==> config.mk <==
export PLATFORM = sky130hd
export DESIGN_NAME = dcsk_burst_tx
export DESIGN_NICKNAME = d
export VERILOG_FILES = /design/src/rtl/dcsk_pkg.sv /design/src/rtl/sync_fifo.sv /design/src/rtl/dcsk_burst_tx.sv
export SDC_FILE = /design/constraint.sdc
export NUM_CORES = 1
export LEC_CHECK = 0
export ABC_AREA = 1
export CELL_PAD_IN_SITES_DETAIL_PLACEMENT = 1
export CELL_PAD_IN_SITES_GLOBAL_PLACEMENT = 2
export CORE_ASPECT_RATIO = 1.25
export CORE_MARGIN = 2
export CORE_UTILIZATION = 40
export CTS_BUF_LIST = sky130_fd_sc_hd__clkbuf_8
export CTS_CLUSTER_DIAMETER = 60
export DETAILED_ROUTE_END_ITERATION = 7
export MAX_ROUTING_LAYER = met4
export PLACE_DENSITY = 0.86
export SETUP_SLACK_MARGIN = 0.05
export SLEW_MARGIN = 20
export SYNTH_ARGS = -nofsm -noshare
export SYNTH_HDL_FRONTEND = slang
export SYNTH_SLANG_ARGS = --single-unit
==> constraint.sdc <==
create_clock -name i_clk -period 2.9 [get_ports i_clk]
set_input_delay 0.87 -clock i_clk [delete_from_list [all_inputs] [get_ports i_clk]]
set_output_delay 0.87 -clock i_clk [all_outputs]
set_load 0.05 [all_outputs]
==> src/rtl/dcsk_pkg.sv <==
// Shared types and constants for the DCSK burst transmitter.
package dcsk_pkg;

  typedef enum logic [1:0] {
    SF2  = 2'd0,
    SF4  = 2'd1,
    SF8  = 2'd2,
    SF16 = 2'd3
  } sf_t;

  typedef enum logic [1:0] {
    IDLE = 2'd0,
    REF  = 2'd1,
    DATA = 2'd2
  } tx_state_t;

  localparam logic [31:0] LFSR_DEFAULT_TAPS = 32'h8020_0003;

  // One reference burst plus one data burst per message bit.
  function automatic int unsigned chips_per_msg(input int unsigned msg_w, input int unsigned sf);
    return msg_w * 2 * (32'd2 << sf);
  endfunction

endpackage

==> src/rtl/sync_fifo.sv <==
// Show-ahead synchronous FIFO with occupancy count; DEPTH must be a power of 2.
module sync_fifo #(
  parameter int WIDTH = 8,
  parameter int DEPTH = 4
) (
  input  logic                     gclk,
  input  logic                     grst_n,
  input  logic                     push,
  input  logic                     pop,
  input  logic [WIDTH-1:0]         wdata,
  output logic [WIDTH-1:0]         rdata,
  output logic                     full,
  output logic                     empty,
  output logic [$clog2(DEPTH):0]   count
);

  localparam int AW = $clog2(DEPTH);

  logic [WIDTH-1:0] mem [DEPTH];
  logic [AW-1:0]    wr_ptr;
  logic [AW-1:0]    rd_ptr;
  logic             do_push;
  logic             do_pop;

  assign full    = (count == (AW+1)'(DEPTH));
  assign empty   = (count == '0);
  assign do_push = push && !full;
  assign do_pop  = pop && !empty;
  assign rdata   = mem[rd_ptr];

  always_ff @(posedge gclk) begin
    if (do_push) mem[wr_ptr] <= wdata;
  end

  // Pointers wrap naturally because DEPTH is a power of 2.
  always_ff @(posedge gclk or negedge grst_n) begin
    if (!grst_n) begin
      wr_ptr <= '0;
      rd_ptr <= '0;
      count  <= '0;
    end else begin
      if (do_push) wr_ptr <= wr_ptr + 1'b1;
      if (do_pop)  rd_ptr <= rd_ptr + 1'b1;
      count <= count + (AW+1)'(do_push) - (AW+1)'(do_pop);
    end
  end

endmodule

==> src/rtl/dcsk_burst_tx.sv <==
// DCSK transmitter: queued messages are spread MSB-first into reference/data chip bursts
// driven from a free-running Galois LFSR, back-to-back with no idle gap.
module dcsk_burst_tx import dcsk_pkg::*; #(
  parameter int                 MSG_W      = 32,
  parameter int                 SF_W       = 2,
  parameter int                 FIFO_DEPTH = 4,
  parameter int                 LFSR_W     = 32,
  parameter logic [LFSR_W-1:0]  LFSR_TAPS  = LFSR_W'(LFSR_DEFAULT_TAPS)
) (
  input  logic                            i_clk,
  input  logic                            i_arst_n,
  input  logic [LFSR_W-1:0]               i_seed,
  input  logic                            i_load_seed,
  input  logic                            i_valid,
  output logic                            o_ready,
  input  logic [MSG_W-1:0]                i_msg,
  input  logic [SF_W-1:0]                 i_sf,
  output logic                            o_tx,
  output logic                            o_is_sending,
  output logic                            o_msg_done,
  output logic [$clog2(FIFO_DEPTH):0]     o_fifo_count
);

  localparam int CNT_W  = 2 ** SF_W;
  localparam int SF_MAX = 2 ** CNT_W;
  localparam int BIT_W  = (MSG_W > 1) ? $clog2(MSG_W) : 1;
  localparam int FW     = MSG_W + SF_W;

  tx_state_t          state, state_nxt;
  logic [CNT_W-1:0]   cnt, cnt_nxt, cnt_last;
  logic [BIT_W-1:0]   bit_idx, bit_nxt;
  logic [MSG_W-1:0]   msg_q;
  logic [SF_W-1:0]    sf_q;
  logic [SF_MAX-1:0]  ref_buf;
  logic [LFSR_W-1:0]  lfsr, lfsr_step;
  logic               tx_q;
  logic               chip_nxt;
  logic               pop;
  logic               msg_done;
  logic               seed_ok;
  logic [FW-1:0]      fifo_rdata;
  logic               fifo_full;
  logic               fifo_empty;

  sync_fifo #(
    .WIDTH (FW),
    .DEPTH (FIFO_DEPTH)
  ) u_fifo (
    .gclk   (i_clk),
    .grst_n (i_arst_n),
    .push   (i_valid),
    .pop    (pop),
    .wdata  ({i_msg, i_sf}),
    .rdata  (fifo_rdata),
    .full   (fifo_full),
    .empty  (fifo_empty),
    .count  (o_fifo_count)
  );

  // Last chip index of a burst: SF-1 with SF = 2^(sf+1).
  assign cnt_last  = CNT_W'((1 << (int'(sf_q) + 1)) - 1);
  assign lfsr_step = lfsr[0] ? ((lfsr >> 1) ^ LFSR_TAPS) : (lfsr >> 1);
  assign seed_ok   = i_load_seed && (state == IDLE) && fifo_empty;

  always_ff @(posedge i_clk or negedge i_arst_n) begin
    if (!i_arst_n) state <= IDLE;
    else           state <= state_nxt;
  end

  always_comb begin
    state_nxt = state;
    cnt_nxt   = cnt;
    bit_nxt   = bit_idx;
    case (state)
      IDLE: begin
        if (!fifo_empty) begin
          state_nxt = REF;
          cnt_nxt   = '0;
          bit_nxt   = BIT_W'(MSG_W - 1);
        end
      end
      REF: begin
        if (cnt == cnt_last) begin
          state_nxt = DATA;
          cnt_nxt   = '0;
        end else begin
          cnt_nxt = cnt + 1'b1;
        end
      end
      DATA: begin
        if (cnt != cnt_last) begin
          cnt_nxt = cnt + 1'b1;
        end else begin
          cnt_nxt = '0;
          if (bit_idx != '0) begin
            state_nxt = REF;
            bit_nxt   = bit_idx - 1'b1;
          end else if (!fifo_empty) begin
            state_nxt = REF;
            bit_nxt   = BIT_W'(MSG_W - 1);
          end else begin
            state_nxt = IDLE;
          end
        end
      end
      default: state_nxt = IDLE;
    endcase
  end

  // Chip for the state being entered; registered so o_tx lines up with state/counters.
  always_comb begin
    msg_done = (state == DATA) && (cnt == cnt_last) && (bit_idx == '0);
    pop      = !fifo_empty && ((state == IDLE) || msg_done);
    chip_nxt = 1'b0;
    if (state_nxt == REF)
      chip_nxt = lfsr[0];
    else if (state_nxt == DATA)
      chip_nxt = ref_buf[cnt_nxt] ^ ~msg_q[bit_nxt];
  end

  always_ff @(posedge i_clk or negedge i_arst_n) begin
    if (!i_arst_n) begin
      cnt     <= '0;
      bit_idx <= '0;
      msg_q   <= '0;
      sf_q    <= '0;
      lfsr    <= '1;
      ref_buf <= '0;
      tx_q    <= 1'b0;
    end else begin
      cnt     <= cnt_nxt;
      bit_idx <= bit_nxt;
      tx_q    <= chip_nxt;
      if (pop) begin
        msg_q <= fifo_rdata[FW-1:SF_W];
        sf_q  <= fifo_rdata[SF_W-1:0];
      end
      // A zero seed would lock the LFSR, so it maps to all-ones.
      if (seed_ok) begin
        lfsr <= (i_seed == '0) ? '1 : i_seed;
      end else if (state_nxt == REF) begin
        lfsr             <= lfsr_step;
        ref_buf[cnt_nxt] <= lfsr[0];
      end
    end
  end

  assign o_tx         = tx_q;
  assign o_is_sending = (state != IDLE);
  assign o_msg_done   = msg_done;
  assign o_ready      = !fifo_full;

endmodule

==> impl_metrics.json <==
{
  "cp_max_fo": 6,
  "yosysUniqueCellTypes": 44,
  "pwr-share-clk_pct": 21.2,
  "die_y_um": 184,
  "die_w_um": 148,
  "finalCriticalPeriod_ns": 2.77,
  "numCtsBuffers": 40,
  "dp_hpwl_mm": 16.3,
  "finalCritPeriodShare_pct": 95.6,
  "design_area_mm2": 0.0124,
  "htree_levels": 2,
  "vdd.ir_drop.worst_uv": 489,
  "worst_slack_ns": 0.127,
  "num_antenna_cells": 0,
  "crit_type": "reg -> out",
  "core-area_mm2": 0.0253,
  "drt_first_pass_iters": 4,
  "ios": 77,
  "dp_slack_ns": 0.204,
  "setup_violations": 0,
  "fin_setup_tns_ns": 0,
  "antenna_found_initial": 0,
  "drive_gt1_share_pct": 14.5,
  "fp-row-count": 65,
  "drt_iter0_markers": 285,
  "via_per_inst": 5.25,
  "start_util_pct": 40.9,
  "clk_latency_ns": 0.55,
  "syn_avg_cell_area_um2": 10.7,
  "ys_ff_latch": 237,
  "grt-ovfl-total": 0,
  "start_kind": "register",
  "grt_pass1_wl_mm": 42.1,
  "cts_root_buf": "clkbuf_8",
  "portBuffers": 76,
  "cp.arrival_ns": 1.90,
  "yosysTopAreaCell": "edfxtp_1",
  "fin_util_pct": 49.0,
  "combinationalPowerShare_pct": 39.5,
  "drc_errors": 0,
  "tightest_slew_ns": 0.794,
  "wl_per_cell_um": 18.0,
  "grt_usage_pct": 20.1,
  "fmax_mhz": 361,
  "switching_share_pct": 40.0,
  "grt_max_degree": 70,
  "synth.top_cell.area_share_pct": 39.5,
  "slew_headroom_pct": 47.1,
  "status": "finished clean",
  "syn_area_mm2": 0.0103,
  "power_switching_mw": 5.33,
  "slowest_delay_ns": 0.45,
  "finalMaxSlewViolations": 0,
  "skew_ns": 0.0243,
  "total_power_mw": 13.3,
  "dieArea_mm2": 0.0272,
  "synthCells": 966,
  "gp_congestion": 0.835,
  "powerDensity_mw_per_mm2": 1080,
  "nFillCells": 2738,
  "grt_pass1_vias": 8082,
  "postRouteAntennaNets": 0,
  "wirelength_mm": 25.7,
  "leakagePower_nw": 4.76,
  "synth_nets": 1045,
  "dr_total_vias": 7479,
  "fin_nets": 1140,
  "syn2layout_area_growth_pct": 19.9,
  "required_ns": 2.03,
  "hold_viol_final": 0,
  "cts-hold-fix-buffers": 0,
  "rsz0062_at_grt": "false",
  "dpl_cell_area_mm2": 0.0116,
  "path_cells": "inv_2, nand2_1, nand3_1, nor2_2, nand2_2, nor3_4, buf_12",
  "cts_max_path_buffers": 3,
  "intPower_mw": 8.00,
  "yosysSeqAreaShare_pct": 64.3,
  "power_frac_seq_pct": 39.4,
  "synthTopCellsByArea": "edfxtp_1 40%, dfrtp_1 17%, dfstp_2 8.1%",
  "ys_warn_count": 0,
  "clock_sinks": 237,
  "endpoint_kind": "output port",
  "crit_slowest_cell": "dfrtp_1",
  "hold_class": "in -> async",
  "maxCapViolations": 0,
  "path_clk_slew_ns": 0.06,
  "cts_tree": "done"
}
==> power by group through the flow <==
stage	combinational (mW)	sequential [mW]	clock [mW]
detailed placement	5.32	5.31	0
global placement	5.17	5.28	0
global route	5.98	5.34	3.05
floorplan	3.70	5.23	0
CTS	5.35	5.26	2.90
finish	5.26	5.25	2.82
==> per-stage QoR <==
step	instances	hold WS [ns]
2_1_floorplan	966	0.449
3_3_place_gp	1351	0.484
3_5_place_dp	1351	0.489
4_1_cts	1423	0.302
5_1_grt	1425	0.332
6_report	1425	0.310
==> synthesized netlist by cell type, drive strengths merged <==
cell	number
a21bo	1
clkinv	1
inv	83
nand3	49
nand2	93
nand3b	9
nor4	8
fa	1
nor2	180
o21ai	119
dfstp	32
a31oi	43
dfrtp	69
o221ai	29
clkbuf	32
and2	1
or2	3
ha	8
a21oi	19
o31ai	1
o22ai	8
o211ai	3
nand4	6
xor2	9
edfxtp	136
xnor2	1
buf	17
nor3	5
==> logic make-up (layout without fill, tap and decap cells) <==
kind of cell,Yosys count,after routing,share of synthesized area [%]
AND/OR/NAND/NOR,354,354,15.3
XOR/XNOR,10,10,0.847
AO/OA/AOI/OAI,223,223,13.0
buffers and inverters,133,257,5.28
adder cells (fa/ha/maj),9,9,1.16
flip-flops,237,237,64.3
==> repair_timing <==
action                                 in CTS  in global routing
gates resized for setup                     3                  6
setup endpoints to repair                   3                  2
endpoints found under the hold margin       0                  0
pin swaps                                   2                  1
setup buffers                               1                  2
==> layout by cell type (no fill, tap or decap), drive strengths merged, types with 2 or more instances in the layout <==
cell type | synthesis | layout
nand3 | 49 | 49
a21oi | 19 | 19
xor2 | 9 | 9
dfrtp | 69 | 69
o21ai | 119 | 119
buf | 17 | 28
clkbuf | 32 | 43
o221ai | 29 | 29
ha | 8 | 8
inv | 83 | 95
dlygate4sd2 | 0 | 2
or2 | 3 | 3
nor4 | 8 | 8
nor2 | 180 | 180
o22ai | 8 | 8
nand4 | 6 | 6
nand2 | 93 | 93
dfstp | 32 | 32
a31oi | 43 | 43
nand3b | 9 | 9
clkinv | 1 | 15
edfxtp | 136 | 136
o211ai | 3 | 3
clkdlybuf4s50 | 0 | 72
nor3 | 5 | 5
==> sequential cells by signal, indices dropped and copies added (netlist names) <==
register / cells
u_fifo.mem: 136
lfsr: 32
msg_q: 32
ref_buf: 16
bit_idx: 5
cnt: 4
u_fifo.count: 3
sf_q: 2
state: 2
u_fifo.rd_ptr: 2
u_fifo.wr_ptr: 2
o_tx: 1
==> path summary, 6_finish.rpt <==
path	start	cells past startpoint	slack [ns]	endpoint
max in group asynchronous	i_arst_n	2	1.85	lfsr[6]
min reg2reg	lfsr[1]	2	0.50	lfsr[1]
max	cnt[2]	7	0.13	o_msg_done
min	i_arst_n	1	0.31	u_fifo.wr_ptr[1]
min in group i_clk	lfsr[1]	2	0.50	lfsr[1]
max reg2reg	bit_idx[0]	16	0.39	o_tx
==> metal layers <==
layer	global-route usage, %	routed length [µm]	vias up
met5	-	0	-
met4	6.69	654	0
met3	3.20	902	56
met2	36.3	13600	119
met1	22.6	10600	3719
li1	-	-	3585
==> final cells by class <==
cell class,instances,area (µm²),share of cell area (%)
well taps,335,419,3.38
clock buffers,43,592,4.78
clock inverters,28,148,1.19
multi-input cells,596,3200,25.8
flip-flops and latches,237,6650,53.7
repair buffers,102,1060,8.56
inverters,84,320,2.58
==> worst max-delay path, delay by kind of cell (launching register included) <==
| family | cells | cell delay (ns) |
|---|---|---|
| AND/OR/NAND/NOR | 5 | 0.67 |
| buffers and inverters | 2 | 0.24 |
| flip-flops | 1 | 0.45 |
(Power assumes the default switching activity.)
